`src/rtl/tape_ram_loader_if.sv`:
```
// Signal bundle between the tape cache parser, the RAM write port and the loader.
// The slave side is the loader; the master side drives the parser and RAM-arbiter inputs.
interface tape_ram_loader_if;
  logic        tape_wr;
  logic [15:0] tape_addr;
  logic [7:0]  tape_dout;
  logic        tape_complete;
  logic        tape_autorun;
  logic [15:0] loadpoint;
  logic        ram_free;
  logic        ram_we;
  logic [15:0] ram_addr;
  logic [7:0]  ram_din;
  logic        load_busy;
  logic        load_done;
  logic        autorun_req;
  logic [15:0] run_addr;
  logic [15:0] bytes_written;
  logic        tape_overflow;

  modport slave (
    input  tape_wr, tape_addr, tape_dout, tape_complete, tape_autorun, loadpoint, ram_free,
    output ram_we, ram_addr, ram_din, load_busy, load_done, autorun_req, run_addr,
           bytes_written, tape_overflow
  );

  modport master (
    output tape_wr, tape_addr, tape_dout, tape_complete, tape_autorun, loadpoint, ram_free,
    input  ram_we, ram_addr, ram_din, load_busy, load_done, autorun_req, run_addr,
           bytes_written, tape_overflow
  );
endinterface

```
`src/rtl/tape_ram_loader.sv`:
```
// Buffers parsed tape bytes in a small FIFO and writes them into RAM whenever the CPU
// leaves the port free, then signals completion and optionally requests autorun.
module tape_ram_loader #(
  parameter int FIFO_DEPTH   = 16,
  parameter int AUTORUN_HOLD = 1024
) (
  input logic              clk,
  input logic              reset_n,
  tape_ram_loader_if.slave bus
);
  localparam int AW = $clog2(FIFO_DEPTH);
  localparam int HW = $clog2(AUTORUN_HOLD + 1);

  typedef enum logic [1:0] {IDLE, LOAD, DRAIN, AUTO} state_t;

  logic          rstMeta_q, rstSync_q;
  state_t        state_q, state_d;
  logic [AW:0]   wrPtr_q, wrPtr_d, rdPtr_q, rdPtr_d;
  logic [23:0]   mem_q [FIFO_DEPTH];
  logic [23:0]   head;
  logic          fifoEmpty, fifoFull, push, pop, drop;
  logic          pending_q, pending_d;
  logic [HW-1:0] hold_q, hold_d;
  logic [15:0]   runAddr_q, runAddr_d, bytes_q, bytes_d;
  logic          ovf_q, ovf_d, done_q, done_d;
  logic          busy_q, auto_q, we_q;
  logic [15:0]   ramAddr_q;
  logic [7:0]    ramDin_q;

  // Reset asserts immediately but releases only after two clean clock edges.
  always_ff @(posedge clk or negedge reset_n) begin
    if (!reset_n) begin
      rstMeta_q <= 1'b0;
      rstSync_q <= 1'b0;
    end else begin
      rstMeta_q <= 1'b1;
      rstSync_q <= rstMeta_q;
    end
  end

  assign fifoEmpty = (wrPtr_q == rdPtr_q);
  assign fifoFull  = (wrPtr_q[AW] != rdPtr_q[AW]) && (wrPtr_q[AW-1:0] == rdPtr_q[AW-1:0]);
  assign pop       = bus.ram_free && !fifoEmpty;
  assign push      = bus.tape_wr && (!fifoFull || pop);
  assign drop      = bus.tape_wr && !push;
  assign head      = mem_q[rdPtr_q[AW-1:0]];
  assign wrPtr_d   = wrPtr_q + {{AW{1'b0}}, push};
  assign rdPtr_d   = rdPtr_q + {{AW{1'b0}}, pop};

  // When full, a simultaneous pop reads the old head before the new byte overwrites its slot.
  always_ff @(posedge clk) begin
    if (push) mem_q[wrPtr_q[AW-1:0]] <= {bus.tape_addr, bus.tape_dout};
  end

  always_comb begin
    state_d   = state_q;
    pending_d = pending_q;
    runAddr_d = runAddr_q;
    bytes_d   = bytes_q;
    ovf_d     = ovf_q;
    hold_d    = hold_q;
    done_d    = 1'b0;
    if (state_q != AUTO && bus.tape_autorun) pending_d = 1'b1;
    unique case (state_q)
      IDLE: begin
        if (bus.tape_wr || bus.tape_complete) begin
          if (bus.tape_wr) begin
            bytes_d = '0;
            ovf_d   = 1'b0;
          end
          if (bus.tape_complete) begin
            runAddr_d = bus.loadpoint;
            state_d   = DRAIN;
          end else begin
            state_d = LOAD;
          end
        end
      end
      LOAD: begin
        if (bus.tape_complete) begin
          runAddr_d = bus.loadpoint;
          state_d   = DRAIN;
        end
      end
      DRAIN: begin
        if (fifoEmpty) begin
          done_d  = 1'b1;
          hold_d  = '0;
          state_d = pending_q ? AUTO : IDLE;
        end
      end
      AUTO: begin
        if (hold_q == HW'(AUTORUN_HOLD - 1)) state_d = IDLE;
        else hold_d = hold_q + HW'(1);
      end
      default: state_d = IDLE;
    endcase
    if (state_d == IDLE && state_q != IDLE) pending_d = 1'b0;
    if (pop) bytes_d = bytes_d + 16'd1;
    if (drop) ovf_d = 1'b1;
  end

  always_ff @(posedge clk or negedge rstSync_q) begin
    if (!rstSync_q) begin
      state_q   <= IDLE;
      wrPtr_q   <= '0;
      rdPtr_q   <= '0;
      pending_q <= 1'b0;
      hold_q    <= '0;
      runAddr_q <= '0;
      bytes_q   <= '0;
      ovf_q     <= 1'b0;
      done_q    <= 1'b0;
      busy_q    <= 1'b0;
      auto_q    <= 1'b0;
      we_q      <= 1'b0;
      ramAddr_q <= '0;
      ramDin_q  <= '0;
    end else begin
      state_q   <= state_d;
      wrPtr_q   <= wrPtr_d;
      rdPtr_q   <= rdPtr_d;
      pending_q <= pending_d;
      hold_q    <= hold_d;
      runAddr_q <= runAddr_d;
      bytes_q   <= bytes_d;
      ovf_q     <= ovf_d;
      done_q    <= done_d;
      busy_q    <= (state_d == LOAD) || (state_d == DRAIN);
      auto_q    <= (state_d == AUTO);
      we_q      <= pop;
      if (pop) begin
        ramAddr_q <= head[23:8];
        ramDin_q  <= head[7:0];
      end
    end
  end

  assign bus.ram_we        = we_q;
  assign bus.ram_addr      = ramAddr_q;
  assign bus.ram_din       = ramDin_q;
  assign bus.load_busy     = busy_q;
  assign bus.load_done     = done_q;
  assign bus.autorun_req   = auto_q;
  assign bus.run_addr      = runAddr_q;
  assign bus.bytes_written = bytes_q;
  assign bus.tape_overflow = ovf_q;
endmodule

```
`src/flat_wrapper.sv`:
```
// flat-port wrapper written by rule: the top's interface ports become plain ports
module tape_ram_loader_flat 
#(
  parameter int FIFO_DEPTH   = 16,
  parameter int AUTORUN_HOLD = 1024
)
  (clk, reset_n, bus_tape_wr, bus_tape_addr, bus_tape_dout, bus_tape_complete, bus_tape_autorun, bus_loadpoint, bus_ram_free, bus_ram_we, bus_ram_addr, bus_ram_din, bus_load_busy, bus_load_done, bus_autorun_req, bus_run_addr, bus_bytes_written, bus_tape_overflow);
  tape_ram_loader_if bus_i ();
  input logic clk;
  input logic reset_n;
  input wire logic [$bits(bus_i.tape_wr)-1:0] bus_tape_wr;
  input wire logic [$bits(bus_i.tape_addr)-1:0] bus_tape_addr;
  input wire logic [$bits(bus_i.tape_dout)-1:0] bus_tape_dout;
  input wire logic [$bits(bus_i.tape_complete)-1:0] bus_tape_complete;
  input wire logic [$bits(bus_i.tape_autorun)-1:0] bus_tape_autorun;
  input wire logic [$bits(bus_i.loadpoint)-1:0] bus_loadpoint;
  input wire logic [$bits(bus_i.ram_free)-1:0] bus_ram_free;
  output wire logic [$bits(bus_i.ram_we)-1:0] bus_ram_we;
  output wire logic [$bits(bus_i.ram_addr)-1:0] bus_ram_addr;
  output wire logic [$bits(bus_i.ram_din)-1:0] bus_ram_din;
  output wire logic [$bits(bus_i.load_busy)-1:0] bus_load_busy;
  output wire logic [$bits(bus_i.load_done)-1:0] bus_load_done;
  output wire logic [$bits(bus_i.autorun_req)-1:0] bus_autorun_req;
  output wire logic [$bits(bus_i.run_addr)-1:0] bus_run_addr;
  output wire logic [$bits(bus_i.bytes_written)-1:0] bus_bytes_written;
  output wire logic [$bits(bus_i.tape_overflow)-1:0] bus_tape_overflow;
  assign bus_i.tape_wr = bus_tape_wr;
  assign bus_i.tape_addr = bus_tape_addr;
  assign bus_i.tape_dout = bus_tape_dout;
  assign bus_i.tape_complete = bus_tape_complete;
  assign bus_i.tape_autorun = bus_tape_autorun;
  assign bus_i.loadpoint = bus_loadpoint;
  assign bus_i.ram_free = bus_ram_free;
  assign bus_ram_we = bus_i.ram_we;
  assign bus_ram_addr = bus_i.ram_addr;
  assign bus_ram_din = bus_i.ram_din;
  assign bus_load_busy = bus_i.load_busy;
  assign bus_load_done = bus_i.load_done;
  assign bus_autorun_req = bus_i.autorun_req;
  assign bus_run_addr = bus_i.run_addr;
  assign bus_bytes_written = bus_i.bytes_written;
  assign bus_tape_overflow = bus_i.tape_overflow;
  tape_ram_loader #(.FIFO_DEPTH(FIFO_DEPTH), .AUTORUN_HOLD(AUTORUN_HOLD)) u_core (.clk(clk), .reset_n(reset_n), .bus(bus_i));
endmodule
```
`config.mk`:
```
export PLATFORM = sky130hd
export DESIGN_NAME = tape_ram_loader_flat
export DESIGN_NICKNAME = d
export VERILOG_FILES = /design/src/rtl/tape_ram_loader_if.sv /design/src/rtl/tape_ram_loader.sv /design/src/flat_wrapper.sv
export SDC_FILE = /design/constraint.sdc
export NUM_CORES = 1
export LEC_CHECK = 0
export ABC_AREA = 1
export BUFFER_PORTS_ARGS = -buffer_cell sky130_fd_sc_hd__buf_2
export CAP_MARGIN = 20
export CORE_AREA = 8 8 196 198
export CTS_CLUSTER_DIAMETER = 120
export CTS_CLUSTER_SIZE = 40
export DETAILED_ROUTE_END_ITERATION = 10
export DIE_AREA = 0 0 204 206
export PLACE_DENSITY_LB_ADDON = 0.2
export SLEW_MARGIN = 10
export SYNTH_ARGS = -nofsm -noshare
export SYNTH_HDL_FRONTEND = slang
export SYNTH_SLANG_ARGS = --single-unit
```
`constraint.sdc`:
```
create_clock -name clk -period 5.5 [get_ports clk]
set_clock_uncertainty 0.2 [all_clocks]
set_input_delay 0.55 -clock clk [delete_from_list [all_inputs] [get_ports clk]]
set_output_delay 0.55 -clock clk [all_outputs]
set_load 0.01 [all_outputs]
```
==> results of run 1 <==
==> path summary, 6_finish.rpt <==
check                                        from                      to  slack (ns)  cells after the start
worst max register to register  u_core.rdPtr_q[2]     u_core.mem_q[14][4]        1.90                     10
worst max-delay path            u_core.rdPtr_q[2]     u_core.mem_q[14][4]        1.90                     10
max in group asynchronous        u_core.rstSync_q   u_core.bus.ram_din[2]        3.94                      1
worst min-delay path             bus_loadpoint[8]  u_core.bus.run_addr[8]        0.04                      2
min in group asynchronous                 reset_n        u_core.rstSync_q        0.11                      2
worst min register to register   u_core.rstMeta_q        u_core.rstSync_q        0.17                      0
==> through the flow <==
stage               instance area [sq um]  hold WS [ns]
floorplan                           19100        0.0544
global placement                    20000         0.137
detailed placement                  20000         0.144
CTS                                 20500        0.0171
global route                        20500        0.0139
finish                              20500        0.0365
==> power by group through the flow <==
stage          combinational (uW)  sequential [uW]  clock (uW)
2_1_floorplan                2410             4770           0
3_5_place_dp                 3390             4880           0
6_report                     3400             4800        1550
4_1_cts                      3410             4800        1580
3_3_place_gp                 3320             4860           0
5_1_grt                      3830             4870        1680
==> state kept, by name, summed over array words and instances, names as in the netlist <==
register                  count
u_core.rdPtr_q                5
u_core.rstMeta_q              1
u_core.mem_q                384
u_core.wrPtr_q                5
u_core.bus.load_busy          1
u_core.pending_q              1
u_core.rstSync_q              1
u_core.bus.tape_overflow      1
u_core.bus.ram_din            8
u_core.bus.load_done          1
u_core.bus.ram_we             1
u_core.bus.autorun_req        1
u_core.hold_q                11
u_core.state_q                2
u_core.bus.bytes_written     16
u_core.bus.ram_addr          16
u_core.bus.run_addr          16
==> area by class of cell <==
cell class                      count  area, sq um  area share, %
Clock buffer                       22          423           2.06
Clock inverter                      2         16.3         0.0793
Timing Repair Buffer              121          691           3.37
Inverter                           51          196          0.957
Multi-Input combinational cell   1015         4890           23.8
Sequential cell                   471        13700           66.9
Antenna cell                        1         2.50         0.0122
Tap cell                          461          577           2.81
==> cell usage after synthesis (2+ instances only) <==
master	count	share of area [%]
o21ai_1	30	0.78
buf_1	8	0.16
edfxtp_1	384	60
nand3_1	47	1.2
mux2_2	16	0.94
inv_1	46	0.90
nor3_1	3	0.078
nand3b_1	3	0.12
clkbuf_1	40	0.78
ha_1	8	0.52
buf_6	8	0.47
dfrtp_1	87	11
o21ai_0	217	5.7
inv_2	4	0.078
nor2_4	2	0.12
a21oi_1	27	0.71
o22ai_1	4	0.13
nand2_1	183	3.6
xnor2_1	7	0.32
buf_4	12	0.47
nor2_1	394	7.7
o211ai_1	48	1.9
nand4_1	4	0.13
xor2_1	11	0.50
buf_2	18	0.47
==> logic make-up (layout without fill, tap and decap cells) <==
logic type                 Yosys count  count (layout)
buffers and inverters              137             196
adders and majority gates            8               8
and+or+nand+nor                    643             643
muxes                               17              17
AOI/OAI and AO/OA                  328             328
DFF                                471             471
other                                1               2
xor gates and xnor gates            18              18
==> per-layer routing <==
layer | up-vias | global-route usage, %
li1 | 5723 | -
met1 | 5922 | 27.0
met2 | 324 | 34.7
met3 | 34 | 2.92
met4 | 2 | 3.06
met5 | - | 0
==> layout by cell type, fill, tap and decap left out, types with 2 or more instances in the layout <==
master / synthesis / final
nor2_4: 2 / 13
xnor2_1: 7 / 7
nand3b_1: 3 / 3
dfrtp_4: 0 / 3
buf_4: 12 / 11
o22ai_1: 4 / 4
clkbuf_16: 0 / 16
inv_1: 46 / 46
o211ai_1: 48 / 48
inv_2: 4 / 3
mux2_2: 16 / 16
edfxtp_1: 384 / 384
nor3_1: 3 / 2
a21oi_1: 27 / 27
nor2_1: 394 / 378
o21ai_0: 217 / 217
xor2_1: 11 / 11
nand4_1: 4 / 4
nor2_2: 1 / 6
nand3_1: 47 / 47
nand2_1: 183 / 183
buf_12: 0 / 2
ha_1: 8 / 8
dfrtp_1: 87 / 84
inv_4: 1 / 2
buf_2: 18 / 106
nor3_2: 1 / 2
clkbuf_1: 40 / 6
o21ai_1: 30 / 30
==> results.sh, run 1 <==
export IMPL_status="completed"
export IMPL_synth_top_family_by_area="simple AND/OR/NAND/NOR gates"
export IMPL_fillCellCount=2888
export IMPL_critical_path_peak_fanout=30
export IMPL_remaining_drc_errors=0
export IMPL_switching_share_pct=37.8
export IMPL_ys_warn_count=0
export IMPL_clk_insertion_delay_late_ns=0.55
export IMPL_gpl_final_weighted_congestion=0.817
export IMPL_ant_nets=0
export IMPL_synthSimpleGateAreaFrac_pct=13.4
export IMPL_period_minus_slack_ns=3.60
export IMPL_final_critical_path_setup_slack_ns=1.90
export IMPL_timing_worst_slew_pin_value_ns=0.983
export IMPL_count_of_buffers_from_port_buffering=106
export IMPL_synth_compound_area_share_pct=9.31
export IMPL_final_hold_viol_count=0
export IMPL_max_vdd_ir_drop_uv=344
export IMPL_ordered_list_of_cells_on_the_worst_path="buf_4 -> inv_2 -> nand2_1 -> nand2_1 -> nor2_1 -> nand2_1 -> nor3_2 -> inv_1 -> nand2_2 -> nor2_4"
export IMPL_synthesis_area_per_instance_sq_um=11.8
export IMPL_area_of_the_placeable_core_sq_um=35200
export IMPL_seq_power_share_pct=49.2
export IMPL_finalPower_uw=9750
export IMPL_dominantRegCellSynth="edfxtp_1"
export IMPL_post_place_ws_ns=1.89
export IMPL_yosysSeqAreaShare_pct=71.6
export IMPL_initial_core_util_pct=54.4
export IMPL_worstSetupEndpointType="flip-flop"
export IMPL_critPathKind="reg -> reg"
export IMPL_numPlacedInstances=2116
export IMPL_initial_antenna_violation_count=2
export IMPL_syn_instance_count=1623
export IMPL_synth_adder_area_share_pct=0.523
export IMPL_startpoint_type="flip-flop"
export IMPL_cp_buffers_inverters=3
export IMPL_worst_endpoint_required_time_ns=5.48
export IMPL_die_w_microns=204
export IMPL_cts_reportedPaths_clkPinSlew_ns=0.14
export IMPL_area_delta_synth_final_pct=7.17
export IMPL_synth_async_sr_flop_share_pct=18.5
export IMPL_crit_family="simple AND/OR/NAND/NOR gates"
export IMPL_drt_vias_per_instance=5.60
export IMPL_cts_setup_buffers=0
export IMPL_finalSetupTns_ns=0
export IMPL_clk_path_buf_depth=3
export IMPL_stdcell_count=2144
export IMPL_dr_first_iter_drc_count=1172
export IMPL_cap_viol_max_count=0
export IMPL_grt_overflow_total=0
export IMPL_final_max_slew_violation_count=0
export IMPL_leakage_uw=0.00731
export IMPL_fp_dieArea_sq_um=42000
export IMPL_endpoint_arrival_time_on_the_critical_path_ns=3.58
export IMPL_wl_per_cell_microns=19.7
export IMPL_top_level_ports=107
export IMPL_cp_common_cell="nand2_1"
export IMPL_fp_row_count=69
export IMPL_synthXorXnorAreaFrac_pct=0.823
export IMPL_tritoncts="built"
export IMPL_number_of_global_route_vias_before_repair=11784
export IMPL_met3_wirelength_microns=2440
export IMPL_grt_pass1_wl_microns=66200
export IMPL_route_final_wire_length_microns=42300
export IMPL_finalSetupViolCount=0
export IMPL_final_period_utilization_pct=65.4
export IMPL_design_final_nets=1729
export IMPL_dr_pass1_iters=5
export IMPL_timing_fmax_mhz=278
export IMPL_hp_class="in -> reg"
export IMPL_maxSlewHeadroom_pct=34.3
export IMPL_largest_net_degree_at_the_start_of_global_routing=193
export IMPL_timing_critical_path_slowest_cell_delay_ns=0.92
export IMPL_netlist_cell_type_count=37
export IMPL_route_vias_total=12005
export IMPL_clk_root_buffer_cell="clkbuf_16"
export IMPL_syn_nets=1677
export IMPL_utilization_pct=58.3
export IMPL_ys_ff_latch=471
export IMPL_routed_top_layer="met5"
export IMPL_cts_made_buffers=15
export IMPL_power_report_internal_total_uw=6060
export IMPL_ctsHoldBuffers=1
export IMPL_htree_num_levels=1
export IMPL_synth_cell_area_sq_um=19100
export IMPL_switchingPower_uw=3690
export IMPL_grtUsageTotal_pct=19.9
export IMPL_synth_edf_count=384
export IMPL_route_met2_wl_microns=20600
export IMPL_wirelength_met1_microns=18700
export IMPL_rsz0062_at_grt="no"
export IMPL_drive_above_1_share_pct=11.1
export IMPL_synth_mux_area_share_pct=0.993
export IMPL_dp_final_hpwl_microns=23700
export IMPL_clock_sinks=471
export IMPL_power_clock_fraction_pct=15.9
export IMPL_post_cts_resized=0
export IMPL_dieHeight_microns=206
export IMPL_power_share_combinational_pct=34.9
export IMPL_power_per_cell_area_nw_per_um2=475
export IMPL_critical_path_slowest_cell="nor2_4"
Note: power is estimated with default switching activity, not from simulation.
==> run 2, diff against run 1 <==
==> constraint.sdc (replaced) <==
create_clock -name clk -period 3.75 [get_ports clk]
set_clock_uncertainty 0.2 [all_clocks]
set_input_delay 0.375 -clock clk [delete_from_list [all_inputs] [get_ports clk]]
set_output_delay 0.375 -clock clk [all_outputs]
set_load 0.01 [all_outputs]
==> run 2 against run 1 <==
Largest cell class unchanged. Die area did not move. Register-to-register slack got worse by 1.2 ns. First-iteration DRC count rose by 8.4%. Sequential cell count did not move. Utilization rose by 0.94 points. Global-route usage rose by 1.1 points. Non-clock buffer count rose by 27. Worst setup slack got worse by 1.2 ns. Combinational power rose by 54%. Routed wire length rose by 5.7%. Sequential share of layout area fell by 1.1 points. Design area rose by 1.6%.
==> results.sh, run 2 (synthesis results as in run 1) <==
export IMPL_status="completed"
export IMPL_startpoint_type="flip-flop"
export IMPL_worstSetupEndpointType="flip-flop"
export IMPL_final_hold_worst_slack_ns=0.0297
export IMPL_dieHeight_microns=206
export IMPL_area_delta_synth_final_pct=8.89
export IMPL_grt_overflow_total=0
export IMPL_finish_instance_area_sq_um=20800
export IMPL_finalSetupViolCount=0
export IMPL_count_of_buffers_from_port_buffering=106
export IMPL_final_hold_viol_count=0
export IMPL_grtUsageTotal_pct=21.0
export IMPL_hp_class="in -> reg"
export IMPL_final_period_utilization_pct=80.1
export IMPL_timing_worst_slew_pin_value_ns=0.926
export IMPL_grt_pass1_wl_microns=69500
export IMPL_maxSlewHeadroom_pct=38.3
export IMPL_initial_core_util_pct=54.4
export IMPL_critical_path_peak_fanout=30
export IMPL_area_of_the_placeable_core_sq_um=35200
export IMPL_timing_fmax_mhz=333
export IMPL_top_level_ports=107
export IMPL_dr_first_iter_drc_count=1271
export IMPL_rsz0062_at_grt="no"
export IMPL_clk_insertion_delay_late_ns=0.55
export IMPL_worst_endpoint_required_time_ns=3.74
export IMPL_remaining_drc_errors=0
export IMPL_fp_dieArea_sq_um=42000
export IMPL_cts_reportedPaths_clkPinSlew_ns=0.15
export IMPL_gpl_final_weighted_congestion=0.820
export IMPL_largest_register_ffs=384
export IMPL_wl_per_cell_microns=20.6
export IMPL_die_w_microns=204
export IMPL_placed_area_sq_um=20100
export IMPL_ant_nets=0
export IMPL_design_final_nets=1757
export IMPL_final_common_cell="edfxtp_1"
export IMPL_cap_viol_max_count=0
export IMPL_critPathKind="reg -> reg"
export IMPL_clk_path_buf_depth=3
export IMPL_clk_root_buffer_cell="clkbuf_16"
export IMPL_power_per_cell_area_nw_per_um2=701
export IMPL_route_vias_total=12392
export IMPL_final_max_slew_violation_count=0
export IMPL_largest_net_degree_at_the_start_of_global_routing=193
export IMPL_number_of_global_route_vias_before_repair=12188
export IMPL_finalSetupTns_ns=0
export IMPL_leakage_uw=0.00746
export IMPL_drt_vias_per_instance=5.70
export IMPL_dr_pass1_iters=5
export IMPL_cts_made_buffers=16
export IMPL_drive_above_1_share_pct=11.3
export IMPL_initial_antenna_violation_count=0
export IMPL_fp_row_count=69
export IMPL_max_vdd_ir_drop_uv=615
export IMPL_htree_num_levels=1
export IMPL_antennaDiodeCount=0
export IMPL_tritoncts="built"
export IMPL_endpoint_arrival_time_on_the_critical_path_ns=2.99
export IMPL_final_cell_mix="edfxtp_1, nor2_1, o21ai_0, nand2_1, buf_2"
export IMPL_period_minus_slack_ns=3.00
export IMPL_route_final_wire_length_microns=44800
export IMPL_dp_final_hpwl_microns=26400
export IMPL_clock_sinks=471
[run 2: cell types whose count changed in the layout (fill, tap and decap cells not counted)]
cell	previous run	this run
buf_12	2	4
buf_16	1	0
buf_4	11	15
clkbuf_1	6	8
clkbuf_16	16	17
clkinv_16	0	1
diode_2	1	0
dlygate4sd3_1	1	23
inv_12	0	1
inv_6	1	0
[run 2: final timing paths]
check | to | slack (ns) | startpoint | depth (start not counted)
worst max register to register | u_core.mem_q[14][19] | 0.75 | u_core.rdPtr_q[0] | 9
worst max-delay path | u_core.mem_q[14][19] | 0.75 | u_core.rdPtr_q[0] | 9
worst min register to register | u_core.rstSync_q | 0.16 | u_core.rstMeta_q | 0
worst min-delay path | u_core.mem_q[9][6] | 0.03 | bus_tape_dout[6] | 1
max in group asynchronous | u_core.bus.autorun_req | 2.19 | u_core.rstSync_q | 1
min in group asynchronous | u_core.bus.run_addr[13] | 0.29 | u_core.rstSync_q | 0
[run 2: timing repair]
| item | CTS | global route |
|---|---|---|
| hold buffers | 23 | 0 |
| buffers inserted | 0 | 0 |
| resized for setup | 0 | 0 |
| hold endpoints to repair | 32 | 0 |
[run 2: critical path, cell delays in order, from the launching register on]
cell     delay, ns
dfrtp_4       0.66
inv_4         0.11
nand2_1       0.05
nand2_1       0.10
nor2_4        0.05
nand2_1       0.08
nor3_2        0.05
inv_1         0.07
nand2_2       0.42
nor2_4        0.82
[run 2: per-layer routing]
metal	track usage, %	routed length, microns
met1	29.6	19400
met2	34.2	21100
met3	3.87	3530
met4	4.27	697
met5	0	0
[run 2: final cells by class]
class / count / area, sq um
clock inverter: 3 / 53.8
sequential: 471 / 13700
fill: 2833 / 14400
multi-input combinational: 1015 / 4890
clock buffer: 25 / 455
tap: 461 / 577
inverter: 51 / 196
timing repair buffer: 148 / 953
[run 2: report_power, final]
group,internal [uW],leakage (uW),total [uW],switching [uW]
Clock,890,0.000238,2430,1540
Sequential,6480,0.00453,6920,446
Combinational,1620,0.00269,5250,3630
[run 2: metrics by stage]
step / total power (uW) / std cells / util, % / setup slack (ns)
6_report: 14600 / 2174 / 59.2 / 0.748
5_1_grt: 15500 / 2174 / 59.2 / 0.517
4_1_cts: 14700 / 2174 / 59.2 / 0.741
3_5_place_dp: 12300 / 2123 / 57.1 / 0.773
3_3_place_gp: 12200 / 2123 / 57.1 / 0.819
2_1_floorplan: 10500 / 1623 / - / 0.386
